## config.mk

```make
export PLATFORM = sky130hd
export DESIGN_NAME = mic1_sequencer
export DESIGN_NICKNAME = d
export VERILOG_FILES = /design/src/rtl/mic1_pkg.sv /design/src/rtl/mic1_sequencer_next_addr.sv /design/src/rtl/mic1_sequencer.sv
export SDC_FILE = /design/constraint.sdc
export NUM_CORES = 1
export LEC_CHECK = 0
export BUFFER_PORTS_ARGS = -buffer_cell sky130_fd_sc_hd__clkbuf_2
export CAP_MARGIN = 10
export CORE_ASPECT_RATIO = 1.4
export CORE_MARGIN = 1
export CORE_UTILIZATION = 50
export CTS_BUF_LIST = sky130_fd_sc_hd__clkbuf_4 sky130_fd_sc_hd__clkbuf_8
export CTS_CLUSTER_SIZE = 28
export DETAILED_ROUTE_END_ITERATION = 7
export HOLD_SLACK_MARGIN = 0.12
export PLACE_DENSITY = 0.91
export SETUP_SLACK_MARGIN = 0.1
export SYNTH_ARGS = -nofsm -noshare
export SYNTH_HDL_FRONTEND = slang
export SYNTH_SLANG_ARGS = --single-unit
export TNS_END_PERCENT = 30
```

## constraint.sdc

```tcl
create_clock -name clk -period 2 [get_ports clk]
set_input_delay 0.2 -clock clk [delete_from_list [all_inputs] [get_ports clk]]
set_output_delay 0.2 -clock clk [all_outputs]
set_load 0.05 [all_outputs]
```

## src/rtl/mic1_pkg.sv

```systemverilog
// Shared MIC-1 sequencer types: microinstruction layout, sequencer states and
// the table of legal ALU function codes.
package mic1_pkg;

    localparam int SEQ_ADDR_W = 9;
    localparam int SEQ_MIR_W  = 36;

    // Field order mirrors the MIR bit map, MSB first (NEXT_ADDR at [35:27], B at [3:0]).
    typedef struct packed {
        logic [8:0] next_addr;
        logic       jmpc;
        logic       jamn;
        logic       jamz;
        logic       sll8;
        logic       sra1;
        logic       f0;
        logic       f1;
        logic       ena;
        logic       enb;
        logic       inva;
        logic       inc;
        logic [8:0] c;
        logic       write;
        logic       read;
        logic       fetch;
        logic [3:0] b;
    } mir_t;

    typedef enum logic [2:0] {
        IDLE  = 3'd0,
        FETCH = 3'd1,
        LOAD  = 3'd2,
        EXEC  = 3'd3,
        WAIT  = 3'd4,
        HALT  = 3'd5
    } state_t;

    // {F0,F1,ENA,ENB,INVA,INC} encodings the MIC-1 ALU defines.
    localparam logic [5:0] LEGAL_ALU [16] = '{
        6'b011000, 6'b010100, 6'b011010, 6'b101100,
        6'b111100, 6'b111101, 6'b111001, 6'b110101,
        6'b111111, 6'b110110, 6'b111011, 6'b001100,
        6'b011100, 6'b010000, 6'b110001, 6'b110010
    };

    function automatic logic is_legal_alu(input logic [5:0] code);
        logic hit;
        hit = 1'b0;
        for (int i = 0; i < 16; i++) begin
            if (LEGAL_ALU[i] == code) begin
                hit = 1'b1;
            end
        end
        return hit;
    endfunction

endpackage

```

## src/rtl/mic1_sequencer_next_addr.sv

```systemverilog
// Combinational next-MPC logic: NEXT_ADDR with the JAMN/JAMZ bit OR-ed into the
// MSB and, for JMPC, the MBR byte OR-ed into the low bits (never carries).
module mic1_next_addr #(
    parameter int ADDR_W = 9
) (
    input  logic [ADDR_W-1:0] next_addr,
    input  logic              jmpc,
    input  logic              jamn,
    input  logic              jamz,
    input  logic              n,
    input  logic              z,
    input  logic [ADDR_W-2:0] mbr,
    output logic [ADDR_W-1:0] next_mpc
);

    // Build the jump target by OR-ing condition bits into NEXT_ADDR.
    always_comb begin
        next_mpc[ADDR_W-1] = next_addr[ADDR_W-1] | (jamn & n) | (jamz & z);
        if (jmpc) begin
            next_mpc[ADDR_W-2:0] = next_addr[ADDR_W-2:0] | mbr;
        end else begin
            next_mpc[ADDR_W-2:0] = next_addr[ADDR_W-2:0];
        end
    end

endmodule

```

## src/rtl/mic1_sequencer.sv

```systemverilog
// MIC-1 microsequencer: FETCH/LOAD/EXEC(/WAIT) loop over an external control store.
// Optional illegal-ALU-code trap enabled by defining MIC1_SEQ_ILLEGAL_ALU_CHECK_EN.
module mic1_sequencer
    import mic1_pkg::*;
#(
    parameter int                ADDR_W     = SEQ_ADDR_W,
    parameter int                MIR_W      = SEQ_MIR_W,
    parameter logic [ADDR_W-1:0] RESET_ADDR = '0
) (
    input  logic              clk,
    input  logic              rst,
    input  logic              run,
    output logic [ADDR_W-1:0] cs_addr,
    output logic              cs_rd,
    input  logic [MIR_W-1:0]  cs_data,
    input  logic              alu_n,
    input  logic              alu_z,
    input  logic [ADDR_W-2:0] mbr,
    input  logic              mem_ready,
    output logic              f0,
    output logic              f1,
    output logic              ena,
    output logic              enb,
    output logic              inva,
    output logic              inc,
    output logic              sll8,
    output logic              sra1,
    output logic [8:0]        c_en,
    output logic [3:0]        b_sel,
    output logic              mem_write,
    output logic              mem_read,
    output logic              mem_fetch,
    output logic [ADDR_W-1:0] mpc,
    output logic              busy,
    output logic              halted,
    output logic              err_illegal
);

    state_t            state_r;
    logic [ADDR_W-1:0] mpc_r;
    // Sequencing half of MIR; the datapath half lives in the output registers.
    logic [ADDR_W-1:0] next_addr_r;
    logic              jmpc_r;
    logic              jamn_r;
    logic              jamz_r;
    logic              mem_op_r;
    logic              illegal_r;
    logic              err_r;
    logic              n_r;
    logic              z_r;

    mir_t              cs_mir_s;
    logic              illegal_s;
    logic              n_sel_s;
    logic              z_sel_s;
    logic              halt_cond_s;
    logic [ADDR_W-1:0] next_mpc_s;

    assign cs_mir_s    = cs_data;
    assign cs_addr     = mpc_r;
    assign mpc         = mpc_r;
    assign err_illegal = err_r;

`ifdef MIC1_SEQ_ILLEGAL_ALU_CHECK_EN
    assign illegal_s = ~is_legal_alu({cs_mir_s.f0, cs_mir_s.f1, cs_mir_s.ena,
                                      cs_mir_s.enb, cs_mir_s.inva, cs_mir_s.inc});
`else
    assign illegal_s = 1'b0;
`endif

    // In EXEC the flags being latched this cycle are the ones the jump must see.
    always_comb begin
        if (state_r == EXEC) begin
            n_sel_s = alu_n;
            z_sel_s = alu_z;
        end else begin
            n_sel_s = n_r;
            z_sel_s = z_r;
        end
    end

    assign halt_cond_s = ~jmpc_r & ~jamn_r & ~jamz_r & ~mem_op_r & (next_addr_r == mpc_r);

    mic1_next_addr #(.ADDR_W(ADDR_W)) u_next_addr (
        .next_addr (next_addr_r),
        .jmpc      (jmpc_r),
        .jamn      (jamn_r),
        .jamz      (jamz_r),
        .n         (n_sel_s),
        .z         (z_sel_s),
        .mbr       (mbr),
        .next_mpc  (next_mpc_s)
    );

    // Sequencer state machine; datapath outputs are loaded at the LOAD->EXEC edge
    // so they are registered and visible for exactly the EXEC cycle.
    always_ff @(posedge clk or posedge rst) begin
        if (rst) begin
            state_r     <= IDLE;
            mpc_r       <= RESET_ADDR;
            next_addr_r <= '0;
            jmpc_r      <= 1'b0;
            jamn_r      <= 1'b0;
            jamz_r      <= 1'b0;
            mem_op_r    <= 1'b0;
            illegal_r   <= 1'b0;
            err_r       <= 1'b0;
            n_r         <= 1'b0;
            z_r         <= 1'b0;
            {f0, f1, ena, enb, inva, inc} <= 6'b000000;
            sll8        <= 1'b0;
            sra1        <= 1'b0;
            c_en        <= 9'h000;
            b_sel       <= 4'h0;
            mem_write   <= 1'b0;
            mem_read    <= 1'b0;
            mem_fetch   <= 1'b0;
            cs_rd       <= 1'b0;
            busy        <= 1'b0;
            halted      <= 1'b0;
        end else begin
            {f0, f1, ena, enb, inva, inc} <= 6'b000000;
            sll8      <= 1'b0;
            sra1      <= 1'b0;
            c_en      <= 9'h000;
            b_sel     <= 4'h0;
            mem_write <= 1'b0;
            mem_read  <= 1'b0;
            mem_fetch <= 1'b0;
            cs_rd     <= 1'b0;
            case (state_r)
                IDLE: begin
                    if (run) begin
                        state_r <= FETCH;
                        cs_rd   <= 1'b1;
                        busy    <= 1'b1;
                    end
                end
                FETCH: begin
                    state_r <= LOAD;
                end
                LOAD: begin
                    state_r     <= EXEC;
                    next_addr_r <= cs_mir_s.next_addr;
                    jmpc_r      <= cs_mir_s.jmpc;
                    jamn_r      <= cs_mir_s.jamn;
                    jamz_r      <= cs_mir_s.jamz;
                    mem_op_r    <= (cs_mir_s.write | cs_mir_s.read | cs_mir_s.fetch) & ~illegal_s;
                    illegal_r   <= illegal_s;
                    err_r       <= err_r | illegal_s;
                    {f0, f1, ena, enb, inva, inc} <= {cs_mir_s.f0, cs_mir_s.f1, cs_mir_s.ena,
                                                      cs_mir_s.enb, cs_mir_s.inva, cs_mir_s.inc};
                    sll8        <= cs_mir_s.sll8;
                    sra1        <= cs_mir_s.sra1;
                    c_en        <= illegal_s ? 9'h000 : cs_mir_s.c;
                    b_sel       <= cs_mir_s.b;
                    mem_write   <= cs_mir_s.write & ~illegal_s;
                    mem_read    <= cs_mir_s.read  & ~illegal_s;
                    mem_fetch   <= cs_mir_s.fetch & ~illegal_s;
                end
                EXEC: begin
                    n_r <= alu_n;
                    z_r <= alu_z;
                    if (illegal_r) begin
                        state_r <= HALT;
                        busy    <= 1'b0;
                        halted  <= 1'b1;
                    end else if (mem_op_r) begin
                        state_r <= WAIT;
                    end else begin
                        mpc_r <= next_mpc_s;
                        if (halt_cond_s) begin
                            state_r <= HALT;
                            busy    <= 1'b0;
                            halted  <= 1'b1;
                        end else if (run) begin
                            state_r <= FETCH;
                            cs_rd   <= 1'b1;
                        end else begin
                            state_r <= IDLE;
                            busy    <= 1'b0;
                        end
                    end
                end
                WAIT: begin
                    if (mem_ready) begin
                        mpc_r <= next_mpc_s;
                        if (run) begin
                            state_r <= FETCH;
                            cs_rd   <= 1'b1;
                        end else begin
                            state_r <= IDLE;
                            busy    <= 1'b0;
                        end
                    end
                end
                HALT: begin
                    state_r <= HALT;
                end
                default: begin
                    state_r <= IDLE;
                    busy    <= 1'b0;
                    halted  <= 1'b0;
                end
            endcase
        end
    end

endmodule

```

==> impl_results.md, run 1 <==
* Status: completed
* Synth area leader: dfrtp_1
* Syn nets at between 200 and 250
* Detailed Route Iter0 Violations at between 100 and 150
* Largest net degree at the start of global routing at 32
* Starting Density at 0.5172
* Final Net Count at 363
* H-Tree Depth at 2
* Commonest non-fill, non-tap cells in the layout: 94 x clkbuf_2, 54 x dfrtp_1, 33 x dlygate4sd3_1, 24 x and2_1, 14 x mux2_1
* # IOs at 96
* Root Buffer: clkbuf_8
* Complex-gate fraction of the synthesized area at 0.09973
* # DRC at 0
* Initial antenna violation count at 0
* Crit Path Category: reg -> reg
* Met1 Use GR at 0.2550
* Main combinational cell family by area after synthesis: simple AND/OR/NAND/NOR gates
* Final Hold Violating Endpoints at 0
* Antenna Cells at 0
* Unrepaired setup endpoints after global routing: false
* Vias in the first global route at between 1,500 and 2,000
* Slew headroom at 0.6638
* Routability cong. at a little under 0.9
* Wire per inst at 14.01 um
* Clock transition at the registers of the reported paths at approximately 0.090 ns
* Pwr Density at approximately 1700 nW/um2
* Post-synthesis cell count at roughly 190
* Final period utilization at 0.8280
* Commonest non-fill, non-tap cell in the layout: clkbuf_2
* Via-per-instance ratio at 4.939
* Critical path required time at approximately 2.2 ns
* Floorplan row count at 29
* PostCTS Resize Cnt at 0
* GR Util met2 at 0.4051
* Unique masters post-synth at 37
* Worst hold path class: in -> reg
* Crit path DAT at roughly 1.9 ns
* Final min period at 1.656 ns
* DRT Pass-1 Iters at 4
* Number of max-cap violations at 0
* Ys Warns at 0
* Worst-path fanout max at 20
* Total power at between 0.005 and 0.006 W
* Area of the die at between 4000 and 5000 um2
* Worst setup EP type: register
* Setup TNS at 0 ns
* Yosys top cell area share at 0.5760
* CP Launch Type: register
* Post-Synth XOR/XNOR Area at 0.03733
* Clock latency on the worst-skew pair at just over 0.3 ns
* Post-Synth Simple-Gate Area at 0.1531
* Synth Register Bits at between 50 and 60
* Total congestion overflow at 0
* # setup viols final at 0
* Final WL at 5267 um
* Post-synthesis sequential area ratio at 0.5760
* Clk_skew at 0.01373 ns
* Mapped cell area at around 2300 um2
* Total GRT Usage at 0.2345
* CTS tree: done
* Syn avg cell area at around 12 um2
* FMAX at between 0.6 and 0.7 GHz
* Area grow syn2layout at 37.92%
* Multiplexer share of the synthesized area at 0.06720
* Post-route core utilization at 0.7134
* First-pass GRT wire length at roughly 8600 um
* CTS max path bufs at 2
* DP HPWL at 3545 um
* IO Port Bufs at 94
* Leakage at 1.616 nW
* Worst vdd ir at approximately 0.81 mV
* Worst Hold Depth at 2
* Post-synthesis adder-cell area fraction at 0
* Most Used Layer, Global Route: met2
* Antenna violation net count after detailed routing at 0
* Total CTS buffers at 5
* Grt met3 use at 0.04829
* R2R cell count at 5
* # clock sinks at 54
* Layout cell share with drive strength beyond 1 at 0.3726
* Synth top area cells: dfrtp_1 58%, mux2_1 6.7%, and2_1 6.4%, buf_4 3.8%, xnor2_1 3.7%
* Worst slew pin tran at between 0.5 and 0.6 ns
* Die Y at roughly 83 um
* Die width at 59.89 um
* Core ar. at 4536 um2
* Setup bufs post-CTS at 0
* Max-slew violations at 0
* FILL cells at between 200 and 300
* Via count at approximately 1,900
layout make-up:
cell class	count	area, um2	share of cell area
Multi-Input combinational cell	116	842.1	0.2602
Timing Repair Buffer	132	850.8	0.2630
Tap cell	62	77.57	0.02398
Clock buffer	7	90.09	0.02784
Sequential cell	54	1351	0.4176
Inverter	4	15.01	0.004640
Clock inverter	1	8.758	0.002707
per-layer routing:
layer	wire (um)	part of all wire
met2	2877	0.55
met5	0	0
met4	193	0.037
met3	204	0.039
met1	1992	0.38
path summary, 6_finish.rpt:
path	startpoint	endpoint	slack, ns
max	state_r[1]	mem_op_r	0.34
min	cs_data[15]	c_en[8]	0.12
max reg2reg	state_r[1]	mem_op_r	0.34
min reg2reg	n_r	n_r	0.51
max in group asynchronous	rst	halted	1.01
min in group asynchronous	rst	c_en[6]	0.45
power breakdown:
group / switching (W) / internal (W) / total, W
clock network: 0.000353 / 0.000300 / 0.000653
registers: 0.000412 / 0.00153 / 0.00194
logic: 0.00198 / 0.000916 / 0.00290
kinds of logic (layout without fill, tap and decap cells):
kind of cell | count (synthesis) | count (layout)
xor gates and xnor gates | 10 | 10
other | 1 | 1
DFF | 54 | 54
and+or+nand+nor | 55 | 55
muxes | 14 | 14
buffers and inverters | 23 | 144
AOI/OAI and AO/OA | 36 | 36
sequential cells by signal, summed over array words and instances, names as in the netlist, 3 cells and up:
signal and flops:
b_sel 4, c_en 9, cs_addr 9, next_addr_r 9, state_r 3
worst max-delay path, stage by stage, from the launching register on:
cell	delay (ns)
dfrtp_1	0.66
and3_1	0.24
buf_4	0.26
buf_4	0.24
o31ai_1	0.10
o21ai_1	0.08
per-stage QoR:
| stage | hold slack, ns | setup slack (ns) | cell area [um2] | cells |
|---|---|---|---|---|
| final | 0.1173 | 0.3440 | 3236 | 376 |
| after global routing | 0.1272 | 0.2544 | 3236 | 376 |
| after CTS | 0.1201 | 0.3753 | 3236 | 376 |
| after detailed placement | 0.2472 | 0.3936 | 2806 | 335 |
| after global placement | 0.2293 | 0.4702 | 2806 | 335 |
| after floorplan | 0.3273 | 0.4767 | 2346 | 193 |
synthesized netlist by cell type:
library cell / number
a22oi_1: 1
buf_4: 12
xnor2_1: 10
nor2b_1: 1
buf_6: 2
o21a_1: 1
and3_1: 1
a2bb2oi_2: 1
o31ai_1: 2
nor4_1: 2
nand3_1: 1
nand4_1: 3
nor3b_2: 1
o21ai_1: 11
a211oi_1: 1
dfrtp_1: 54
and2_1: 24
nand3b_4: 1
a21oi_1: 12
mux2_1: 14
inv_2: 1
nor4_4: 1
o211ai_1: 2
or3_1: 2
nor4_2: 1
o21ai_0: 2
a31oi_4: 1
o311a_1: 1
nand2_1: 10
nand2_2: 1
conb_1: 1
nor2_1: 4
and4bb_1: 1
inv_1: 3
a221o_1: 1
nor3_2: 1
buf_2: 5
repair_timing:
action / 4_1_cts / 5_1_grt
setup endpoints to repair: 0 / 0
hold buffers: 33 / 0
hold endpoints to repair: 55 / 0
No activity file was read; power rests on OpenSTA's default activity.
==> inputs of run 2 (changes only) <==
clock period = 1.66 ns   (was 2 ns; I/O delays follow)
==> impl_results.md, run 2 (same netlist as run 1, synthesis figures left out) <==
* Status: completed
* WHS at 0.1348 ns (+0.01756 ns)
* Max-slew violations at 0 (unchanged)
* Total CTS buffers at 5 (unchanged)
* Area of the die at 4974 um2 (unchanged)
* Final period utilization at 0.8981 (+0.07011)
* Setup crit start: state_r[2]
* Number of max-cap violations at 0 (unchanged)
* Clock transition at the registers of the reported paths at 0.09 ns (about the same)
* Clk_skew at 0.006456 ns (-0.007274 ns)
* Detailed Route Iter0 Violations at 58 (-52%)
* Critical-path top delay cell: dfrtp_2
* Internal at 0.003321 W (+21%)
* Clk pwr share at 0.106 (-0.013)
* # DRC at 0 (unchanged)
* Final WL at 5527 um (+4.9%)
* Commonest non-fill, non-tap cells in the layout: 94 x clkbuf_2, 52 x dfrtp_1, 39 x dlygate4sd3_1, 24 x and2_1, 14 x mux2_1
* # clock sinks at 54 (unchanged)
* Leakage at 1.642 nW (+1.7%)
* Root Buffer: clkbuf_8
* Sequential share of power at 0.345 (-0.008)
* First-pass GRT wire length at 8859 um (+2.7%)
* WP buf/inv at 2 (unchanged)
* Area grow syn2layout at 41.07%
* Clock latency on the worst-skew pair at 0.30 ns (about the same)
* Total congestion overflow at 0 (unchanged)
* Worst setup EP type: register
* Crit-path leading delay family: flip-flops
* CTS tree: done
* Routability cong. at 0.9332 (+7.0%)
* DRT Pass-1 Iters at 6 (+2)
* CTS max path bufs at 2 (unchanged)
* Pwr Density at 2006 nW/um2 (+18%)
* Via count at 1,923 (+3.6%)
* Antenna Cells at 0 (unchanged)
* Cells along the critical path: inv_2 -> and3_1 -> buf_4 -> mux2_1
* Critical path required time at 1.85 ns (-0.39 ns)
* DP HPWL at 3549 um (+0.13%)
* Commonest non-fill, non-tap cell in the layout: clkbuf_2
* Largest net degree at the start of global routing at 35 (+9.4%)
* Floorplan row count at 29 (unchanged)
* Reg-to-reg startpoint: state_r[2]
* # setup viols final at 0 (unchanged)
* H-Tree Depth at 2 (unchanged)
* Antenna violation net count after detailed routing at 0 (unchanged)
* Initial antenna violation count at 0 (unchanged)
* Final Net Count at 372 (+2.5%)
* FMAX at 0.6708 GHz (+11%)
* Post-route core utilization at 0.7297 (+0.01628)
* Setup bufs post-CTS at 0 (unchanged)
* Vias in the first global route at 2,018 (+4.8%)
* Core ar. at 4536 um2 (unchanged)
* Worst vdd ir at 0.9603 mV (+19%)
* Psw at 0.003319 W (+21%)
* Crit Path Category: reg -> reg
* Worst hold path class: in -> reg
* # IOs at 96 (unchanged)
* Total GRT Usage at 0.2394 (+0.004843)
* Setup TNS at 0 ns (unchanged)
* Worst-path fanout max at 14 (-30%)
* Hold wc startpoint: mbr[7]
* Wire per inst at 14.39 um (+2.8%)
* Layout cell share with drive strength beyond 1 at 0.3758 (+0.003165)
* Via-per-instance ratio at 5.008 (+1.4%)
* Die Y at 83.05 um (unchanged)
* Final Hold Violating Endpoints at 0 (unchanged)
* R2R setup slack at 0.17 ns (-0.17 ns)
* Switch share at 0.4999 (about the same)
* Comb pwr share at 0.548 (+0.020)
* Die width at 59.89 um (unchanged)
* Unrepaired setup endpoints after global routing: true
* Slowest stage delay, CP at 0.48 ns (-0.18 ns)
* Final min period at 1.491 ns (-0.1651 ns)
* CP Launch Type: register
* IO Port Bufs at 94 (unchanged)
* Starting Density at 0.5172 (unchanged)
* Crit path DAT at 1.68 ns (-0.21 ns)
[run 2: cell count changes in the layout (fill, tap and decap cells not counted), sizes merged]
cell         delta
buf             +3
dlygate4sd3     +6
clkinvlp        +1
inv             -1
clkbuf          -1
[run 2: routing by layer]
metal	wire (um)	share of wire	vias to the layer above	track usage
met2	3192	0.58	74	0.4354
met5	0	0	-	0
met3	209	0.038	18	0.04984
met4	194	0.035	0	0.1057
li1	-	-	904	-
met1	1932	0.35	927	0.2511
[run 2: power groups by stage]
stage	sequential, W	combinational (W)	clock [W]
global placement	0.00227	0.00346	0
finish	0.00229	0.00364	0.000707
CTS	0.00228	0.00362	0.000732
floorplan	0.00322	0.00197	0
global route	0.00235	0.00389	0.000778
detailed placement	0.00231	0.00354	0
[run 2: metrics by stage]
stage	area (um2)	std cells	power, W	setup slack [ns]
6_report	3309	384	0.006640	0.1692
5_1_grt	3309	384	0.007023	0.07836
4_1_cts	3303	384	0.006629	0.1405
3_5_place_dp	2829	338	0.005845	0.1639
3_3_place_gp	2829	338	0.005726	0.2037
2_1_floorplan	2346	193	0.005190	0.1367
[run 2: worst register-to-register path: cells and delay by family, from the launching register on]
| family | cells | cell delay (ns) |
|---|---|---|
| muxes | 1 | 0.35 |
| buffers and inverters | 2 | 0.35 |
| and+or+nand+nor | 1 | 0.21 |
| DFF | 1 | 0.48 |
[run 2: worst paths after layout]
kind | depth (start not counted) | end
max in group asynchronous | 4 | state_r[2]
hold / removal | 3 | cs_addr[7]
min in group asynchronous | 3 | c_en[0]
setup reg to reg | 4 | next_addr_r[7]
setup / recovery | 4 | next_addr_r[7]
hold reg to reg | 1 | n_r
[run 2: final cells by class]
class,instances,area [um2]
fill,319,1226
timing repair buffer,141,937.1
clock inverter,1,7.507
sequential,54,1354
clock buffer,6,76.32
multi-input combinational,116,842.1
tap,62,77.57
inverter,4,15.01
[run 2: timing repair]
| item | 4_1_cts | 5_1_grt |
|---|---|---|
| setup endpoints to repair | 0 | 9 |
| gates resized for setup | 0 | 3 |
| endpoints found under the hold margin | 59 | 0 |
| hold buffers | 39 | 0 |
